$ cat config.mk
export PLATFORM = sky130hd
export DESIGN_NAME = reaction_timer_ctrl
export DESIGN_NICKNAME = d
export VERILOG_FILES = /design/src/rtl/reaction_timer_ctrl.sv
export SDC_FILE = /design/constraint.sdc
export NUM_CORES = 1
export LEC_CHECK = 0
export ABC_AREA = 0
export CORE_MARGIN = 2
export CORE_UTILIZATION = 40
export CTS_CLUSTER_DIAMETER = 30
export DETAILED_ROUTE_END_ITERATION = 7
export SYNTH_ARGS = -nofsm -noshare
export SYNTH_HDL_FRONTEND = slang
export SYNTH_SLANG_ARGS = --single-unit
$ cat constraint.sdc
create_clock -name CLK_50MHZ -period 2.8 [get_ports CLK_50MHZ]
set_input_delay 0.28 -clock CLK_50MHZ [delete_from_list [all_inputs] [get_ports CLK_50MHZ]]
set_output_delay 0.28 -clock CLK_50MHZ [all_outputs]
set_load 0.01 [all_outputs]
$ cat src/rtl/reaction_timer_ctrl.sv
// Reaction-timer trial sequencer.
// Waits (MIN_DELAY_MS + LFSR sample) ms after a start press, lights the
// stimulus LED, then counts whole milliseconds until the react press.
// False starts (react before the stimulus) and timeouts (count reaching
// MAX_REACT_MS) are flagged. The result is held until the next start.
module reaction_timer_ctrl #(
  parameter int CLK_PER_MS   = 50000,
  parameter int MIN_DELAY_MS = 1000,
  parameter int MAX_REACT_MS = 9999
) (
  input  logic        CLK_50MHZ,
  input  logic        RESET,
  input  logic        start_btn,
  input  logic        react_btn,
  input  logic [11:0] random_num,
  output logic        led_stim,
  output logic        busy,
  output logic [13:0] reaction_ms,
  output logic        result_valid,
  output logic        false_start,
  output logic        timeout
);

  localparam int              PW       = (CLK_PER_MS > 2) ? $clog2(CLK_PER_MS) : 1;
  localparam logic [PW-1:0]   PRE_LAST = PW'(CLK_PER_MS - 1);
  localparam logic [12:0]     MIN_D    = 13'(MIN_DELAY_MS);
  localparam logic [13:0]     MAX_R    = 14'(MAX_REACT_MS);

  typedef enum logic [2:0] {
    S_IDLE,
    S_ARM,
    S_WAIT,
    S_STIM,
    S_DONE,
    S_FAULT
  } state_t;

  state_t        r_state;
  state_t        w_state_nxt;
  logic [PW-1:0] r_presc;
  logic [12:0]   r_delay;
  logic [13:0]   r_react_ms;
  logic          r_led;
  logic          r_busy;
  logic          r_valid;
  logic          r_false;
  logic          r_timeout;
  logic          w_timing;
  logic          w_tick;
  logic [13:0]   w_react_inc;
  logic          w_sat;

  // The millisecond prescaler only runs while a trial is timing.
  assign w_timing    = (r_state == S_WAIT) || (r_state == S_STIM);
  assign w_tick      = w_timing && (r_presc == PRE_LAST);
  assign w_react_inc = r_react_ms + 14'd1;
  assign w_sat       = (w_react_inc == MAX_R);

  assign led_stim     = r_led;
  assign busy         = r_busy;
  assign reaction_ms  = r_react_ms;
  assign result_valid = r_valid;
  assign false_start  = r_false;
  assign timeout      = r_timeout;

  // State register.
  always_ff @(posedge CLK_50MHZ) begin
    if (RESET) r_state <= S_IDLE;
    else       r_state <= w_state_nxt;
  end

  // Next-state decode; react wins over a coincident tick.
  always_comb begin
    w_state_nxt = r_state;
    case (r_state)
      S_IDLE, S_DONE, S_FAULT: begin
        if (start_btn) w_state_nxt = S_ARM;
      end
      S_ARM: w_state_nxt = S_WAIT;
      S_WAIT: begin
        if (react_btn)                        w_state_nxt = S_FAULT;
        else if (w_tick && r_delay == 13'd1)  w_state_nxt = S_STIM;
      end
      S_STIM: begin
        if (react_btn)           w_state_nxt = S_DONE;
        else if (w_tick && w_sat) w_state_nxt = S_DONE;
      end
      default: w_state_nxt = S_IDLE;
    endcase
  end

  // Prescaler: wraps on tick, held at zero outside WAIT/STIM so that each
  // timed state starts from a fresh millisecond.
  always_ff @(posedge CLK_50MHZ) begin
    if (RESET)                   r_presc <= '0;
    else if (w_timing && !w_tick) r_presc <= r_presc + PW'(1);
    else                          r_presc <= '0;
  end

  // Delay counter, reaction counter and registered status outputs.
  always_ff @(posedge CLK_50MHZ) begin
    if (RESET) begin
      r_delay    <= '0;
      r_react_ms <= '0;
      r_led      <= 1'b0;
      r_busy     <= 1'b0;
      r_valid    <= 1'b0;
      r_false    <= 1'b0;
      r_timeout  <= 1'b0;
    end else begin
      r_led  <= (w_state_nxt == S_STIM);
      r_busy <= (w_state_nxt == S_ARM) || (w_state_nxt == S_WAIT) ||
                (w_state_nxt == S_STIM);
      case (r_state)
        S_IDLE, S_DONE, S_FAULT: begin
          // Previous result is discarded as the new trial arms.
          if (start_btn) begin
            r_react_ms <= '0;
            r_valid    <= 1'b0;
            r_false    <= 1'b0;
            r_timeout  <= 1'b0;
          end
        end
        S_ARM: begin
          r_delay    <= MIN_D + {1'b0, random_num};
          r_react_ms <= '0;
        end
        S_WAIT: begin
          if (react_btn)                        r_false <= 1'b1;
          else if (w_tick && r_delay != 13'd1)  r_delay <= r_delay - 13'd1;
        end
        S_STIM: begin
          if (react_btn) begin
            r_valid <= 1'b1;
          end else if (w_tick) begin
            r_react_ms <= w_react_inc;
            if (w_sat) r_timeout <= 1'b1;
          end
        end
        default: ;
      endcase
    end
  end

endmodule

# == After elaboration in Yosys (flattened, before gate mapping) ==
# Cells that the tools add are included.
# totals
ff_bits,51
out_inout_bits,19
elab_cells,76
# classes
add_sub_neg,4
eq_ne,20
muxes,21
bitwise_logic,1
n_reduce_logical,21
# ops
op,count
$mux 14,3
$pmux 14 s3,1
$mux 13,2
$pmux 13 s2,1
$add 16x1->16 const B,1
$eq 16x16->1 const B,1
$mux 3,5
$add 14x1->14 const B,1
$eq 14x14->1 const B,1
$ne 2x2->1 const B,7
$add 10x12->13 const A,1
$eq 13x1->1 const B,1
$ne 13x1->1 const B,1
$sub 13x1->13 const B,1
$eq 3x2->1 const B,4
$pmux 3 s4,1
$reduce_and 3->1,3
$eq 3x1->1 const B,2
$eq 3x3->1 const B,2
$pmux 1 s2,3
$reduce_bool 2->1,3
$logic_and 1x1->1,5
$mux 1,5
$reduce_and 5->1,1
other kinds (9),11

# == Longest topological paths before layout ==
# logic_depth
ltp_word,10
mapped_depth,10
mapped_depth_nobuf,8

# == Worst setup path before layout ==
# OpenSTA, ideal clock, no wires.
# synth_path
kind,reg-to-reg
startpoint,reg r_presc[0] (netlist name)
endpoint,"reg r_false, in the netlist false_start"
setup_time_ns,0.132
arrival_time_ns,1.792
path_slack_ns,0.876
path_stages_with_launch,9
n_path_buf,1
synth_period_minus_slack_ns,1.924
path_cell_list,dfxtp_1 > ha_1 > and3_1 > buf_2 > nand4_1 > or3_4 > a221oi_2 > nand2b_1 > a21oi_1
# synth_lines
item,line,source
"end signal, assigned",108,r_false <= 1'b0;
"end signal, assigned",120,r_false <= 1'b0;
"end signal, assigned",129,if (react_btn) r_false <= 1'b1;
"end, declared",46,logic r_false;

# == Worst setup path in the final report ==
# layout_path
startpoint,reg r_presc[0]
endpoint,"reg r_react_ms[10], in the netlist reaction_ms[10]"
# layout_between
elab_chain_cells,4
# layout_rtl
item,line,source
"start, declared",40,logic [PW-1:0] r_presc;
"start signal, assigned",96,else if (w_timing && !w_tick) r_presc <= r_presc + PW'(1);
$eq 16x16->1,55,assign w_tick = w_timing && (r_presc == PRE_LAST);
$logic_and 1x1->1,55,
$ne 2x2->1 (no line),n/a,
$reduce_and 4->1 (no line),n/a,
"end signal, assigned",136,r_react_ms <= w_react_inc;
"end, declared",42,logic [13:0] r_react_ms;
# Every way passes these cells.
# A chain may end at the register's enable or synchronous reset.

==> impl_metrics.json <==
{
  "met2_length_um": 3100,
  "met3RoutedLength_um": 213,
  "placement.cell_area_sq_um": 3320,
  "slew_headroom_pct": 48.2,
  "pwr-share-comb_pct": 18.0,
  "hold_ws_ns": 0.442,
  "post_cts_resized": 0,
  "clock-skew-final_ns": 0.00804,
  "switching_share_pct": 28.4,
  "finalNetCount": 418,
  "worst-r2r-cell-count": 7,
  "grtUsageTotal_pct": 18.2,
  "post_synth_net_total": 392,
  "synthFlopType": "dfxtp_1",
  "power.clock.fraction_pct": 31.0,
  "rrSetupSlack_ns": 0.67,
  "finish.cell_count_without_fillers": 496,
  "route.detailed.vias_per_inst": 5.47,
  "initial_core_util_pct": 40.8,
  "drcViolationCount": 0,
  "clock_path_buffers": 2,
  "layout-area-overhead-vs-synth_pct": 17.5,
  "switchingPower_uw": 429,
  "synth_sequential_area_ratio_pct": 35.1,
  "drt_iter0_markers": 166,
  "antenna_violating_nets_post_route": 0,
  "cap_violations": 0,
  "tritoncts": "yes",
  "start_kind": "flop",
  "multi_input_comb_area_sq_um": 1770,
  "fp.dieArea_sq_um": 7970,
  "die_h_um": 89.3,
  "layout.cell_area.non_filler_sq_um": 3420,
  "worstSkewPairLatency_ns": 0.30,
  "sum_of_negative_setup_slack_ns": 0,
  "power.share.sequential_pct": 51.0,
  "critical_path.reg2reg.endpoint": "reaction_ms[10]",
  "synth-edff-count": 0,
  "worst_ir_drop_vdd_mv": 0.197,
  "dr.max_layer_used": "met4",
  "grt_first_pass_wirelength_um": 11700,
  "die_width_um": 89.3,
  "critical_path.reg2reg.startpoint": "r_presc[0]",
  "wl_per_cell_um": 13.6,
  "post_route_cells_drive_above_1_share_pct": 6.80,
  "timing.critical_path.to": "reaction_ms[10]",
  "cp_data_arrival_time_ns": 2.32,
  "ys_top_cells_by_area": "dfxtp_1, nor2_1, a21oi_1",
  "worstMarginPinSlew_ns": 0.777,
  "wirelength_met1_um": 3390,
  "rsz0062_at_grt": "false",
  "synth.distinct_cells": 55,
  "finalHoldViolations": 0,
  "timing.critical_path.to_type": "flop",
  "report.final.slew_viol_count": 0,
  "routed_wirelength_um": 6770,
  "detailroute.via_count": 2714,
  "grt_pass1_vias": 2501,
  "mappedNetlistArea_sq_um": 2910,
  "run_status": "complete, no violations",
  "synth_top_area_share_pct": 35.1,
  "cts-buffers-inserted": 5,
  "worst_setup_path_class": "reg -> reg",
  "fillerInstances": 753,
  "cts_num_sinks": 51,
  "hp-class": "reg -> reg",
  "final.period_utilization_pct": 76.2,
  "post_cts_hold_buffer_count": 0,
  "clk_pin_slew_worst_paths_ns": 0.10,
  "post-layout-total-power_mw": 1.51,
  "number_of_antenna_violations_at_the_first_check_in_global_routing": 0,
  "report.final.setup_viol": 0,
  "fmaxAchievable_mhz": 468,
  "io_pins": 35,
  "diodes": 0,
  "synthesis.area_per_instance_sq_um": 7.87,
  "crit_start": "r_presc[0]",
  "layout.cells.most_common": "nor2_1",
  "cts_setup_buffers": 0,
  "placement.io_buffers": 34,
  "number_of_synthesized_register_bits": 51,
  "global_route.overflow_total": 0,
  "power.leakage_nw": 1.16,
  "core-area_sq_um": 7140,
  "std_cell_rows": 31,
  "detail_route.first_pass.iterations": 4,
  "ff_latch_area_sq_um": 1020,
  "routability_driven_placement_congestion_ratio": 0.810,
  "required_ns": 2.98,
  "min_period_ns": 2.13,
  "synth_cells": 370,
  "postSynth.asyncResetShare_pct": 0,
  "grt_max_degree": 34,
  "layout_common_cells": "nor2_1, dfxtp_1, clkdlybuf4s50_1",
  "clock_tree.htree_level_count": 2,
  "hpwlAfterDp_um": 4780,
  "path_max_fanout": 11,
  "intPower_mw": 1.08,
  "cell_taking_the_most_area_after_synthesis": "dfxtp_1",
  "dpl.cell_count": 488,
  "cellPowerDensity_nw_per_um2": 442,
  "synthesis.yosys.warnings": 0,
  "clockRootBuffer": "clkbuf_8"
}
-- critical path: stages, from the launching register on --
cell and delay (ns):
dfxtp_1 0.33, ha_1 0.22, and3_1 0.24, nand4_1 0.22, o21ai_1 0.12, a21oi_1 0.63
or3_1 0.20, a21oi_1 0.06
-- per-stage QoR --
stage	setup WS, ns	utilization [%]
global placement	0.566	46.5
global route	0.413	47.9
floorplan	0.876	-
CTS	0.627	47.9
finish	0.665	47.9
detailed placement	0.526	46.5
-- synth_stat cells (all sizes together) (7+ instances only) --
library cell,instances
a21oi,30
and3,10
buf,9
clkbuf,11
dfxtp,51
inv,7
nand2,28
nand3,12
nand4,9
nor2,53
nor3,19
o21ai,26
or3,8
xnor2,12
xor2,14
-- power by group through the flow --
stage / Clock (mW) / Sequential (mW) / Combinational [mW]
global route: 0.514 / 0.777 / 0.306
floorplan: 0 / 0.783 / 0.193
CTS: 0.485 / 0.772 / 0.273
detailed placement: 0 / 0.789 / 0.272
finish: 0.469 / 0.772 / 0.272
global placement: 0 / 0.789 / 0.271
-- logic make-up after synthesis --
logic type | after synthesis | share of synthesized area, %
AO/OA/AOI/OAI | 93 | 20.0
XOR/XNOR | 26 | 7.82
buffers and inverters | 27 | 4.17
flip-flops | 51 | 35.1
AND/OR/NAND/NOR | 166 | 30.0
multiplexers | 1 | 0.344
adder cells (fa/ha/maj) | 6 | 2.58
-- area by class of cell --
cell class | count | area share (%)
multi-input cells | 292 | 51.7
flip-flops and latches | 51 | 29.8
repair buffers | 39 | 11.0
well taps | 99 | 3.62
clock buffers | 7 | 2.82
inverters | 7 | 0.768
clock inverters | 1 | 0.219
-- flip-flops by register name (all words and copies together) (netlist names) --
| register | count |
|---|---|
| busy | 1 |
| false_start | 1 |
| led_stim | 1 |
| r_delay | 13 |
| r_presc | 16 |
| r_state | 3 |
| reaction_ms | 14 |
| result_valid | 1 |
| timeout | 1 |
-- worst min-delay path by stage --
stage,start,endpoint,slack [ns],cells past startpoint
CTS,r_presc[0],r_presc[0],0.45,1
detailed placement,r_presc[0],r_presc[0],0.43,1
global placement,r_presc[0],r_presc[0],0.42,1
floorplan,r_presc[0],r_presc[0],0.41,1
global route,r_presc[0],r_presc[0],0.47,1
finish,r_presc[0],r_presc[0],0.44,1
-- routing by layer --
metal | track usage [%] | vias up
met5 | 0 | -
met4 | 5.56 | 0
met3 | 2.49 | 7
met2 | 29.4 | 48
met1 | 25.5 | 1276
li1 | - | 1383
No activity file was read; power rests on OpenSTA's default activity.
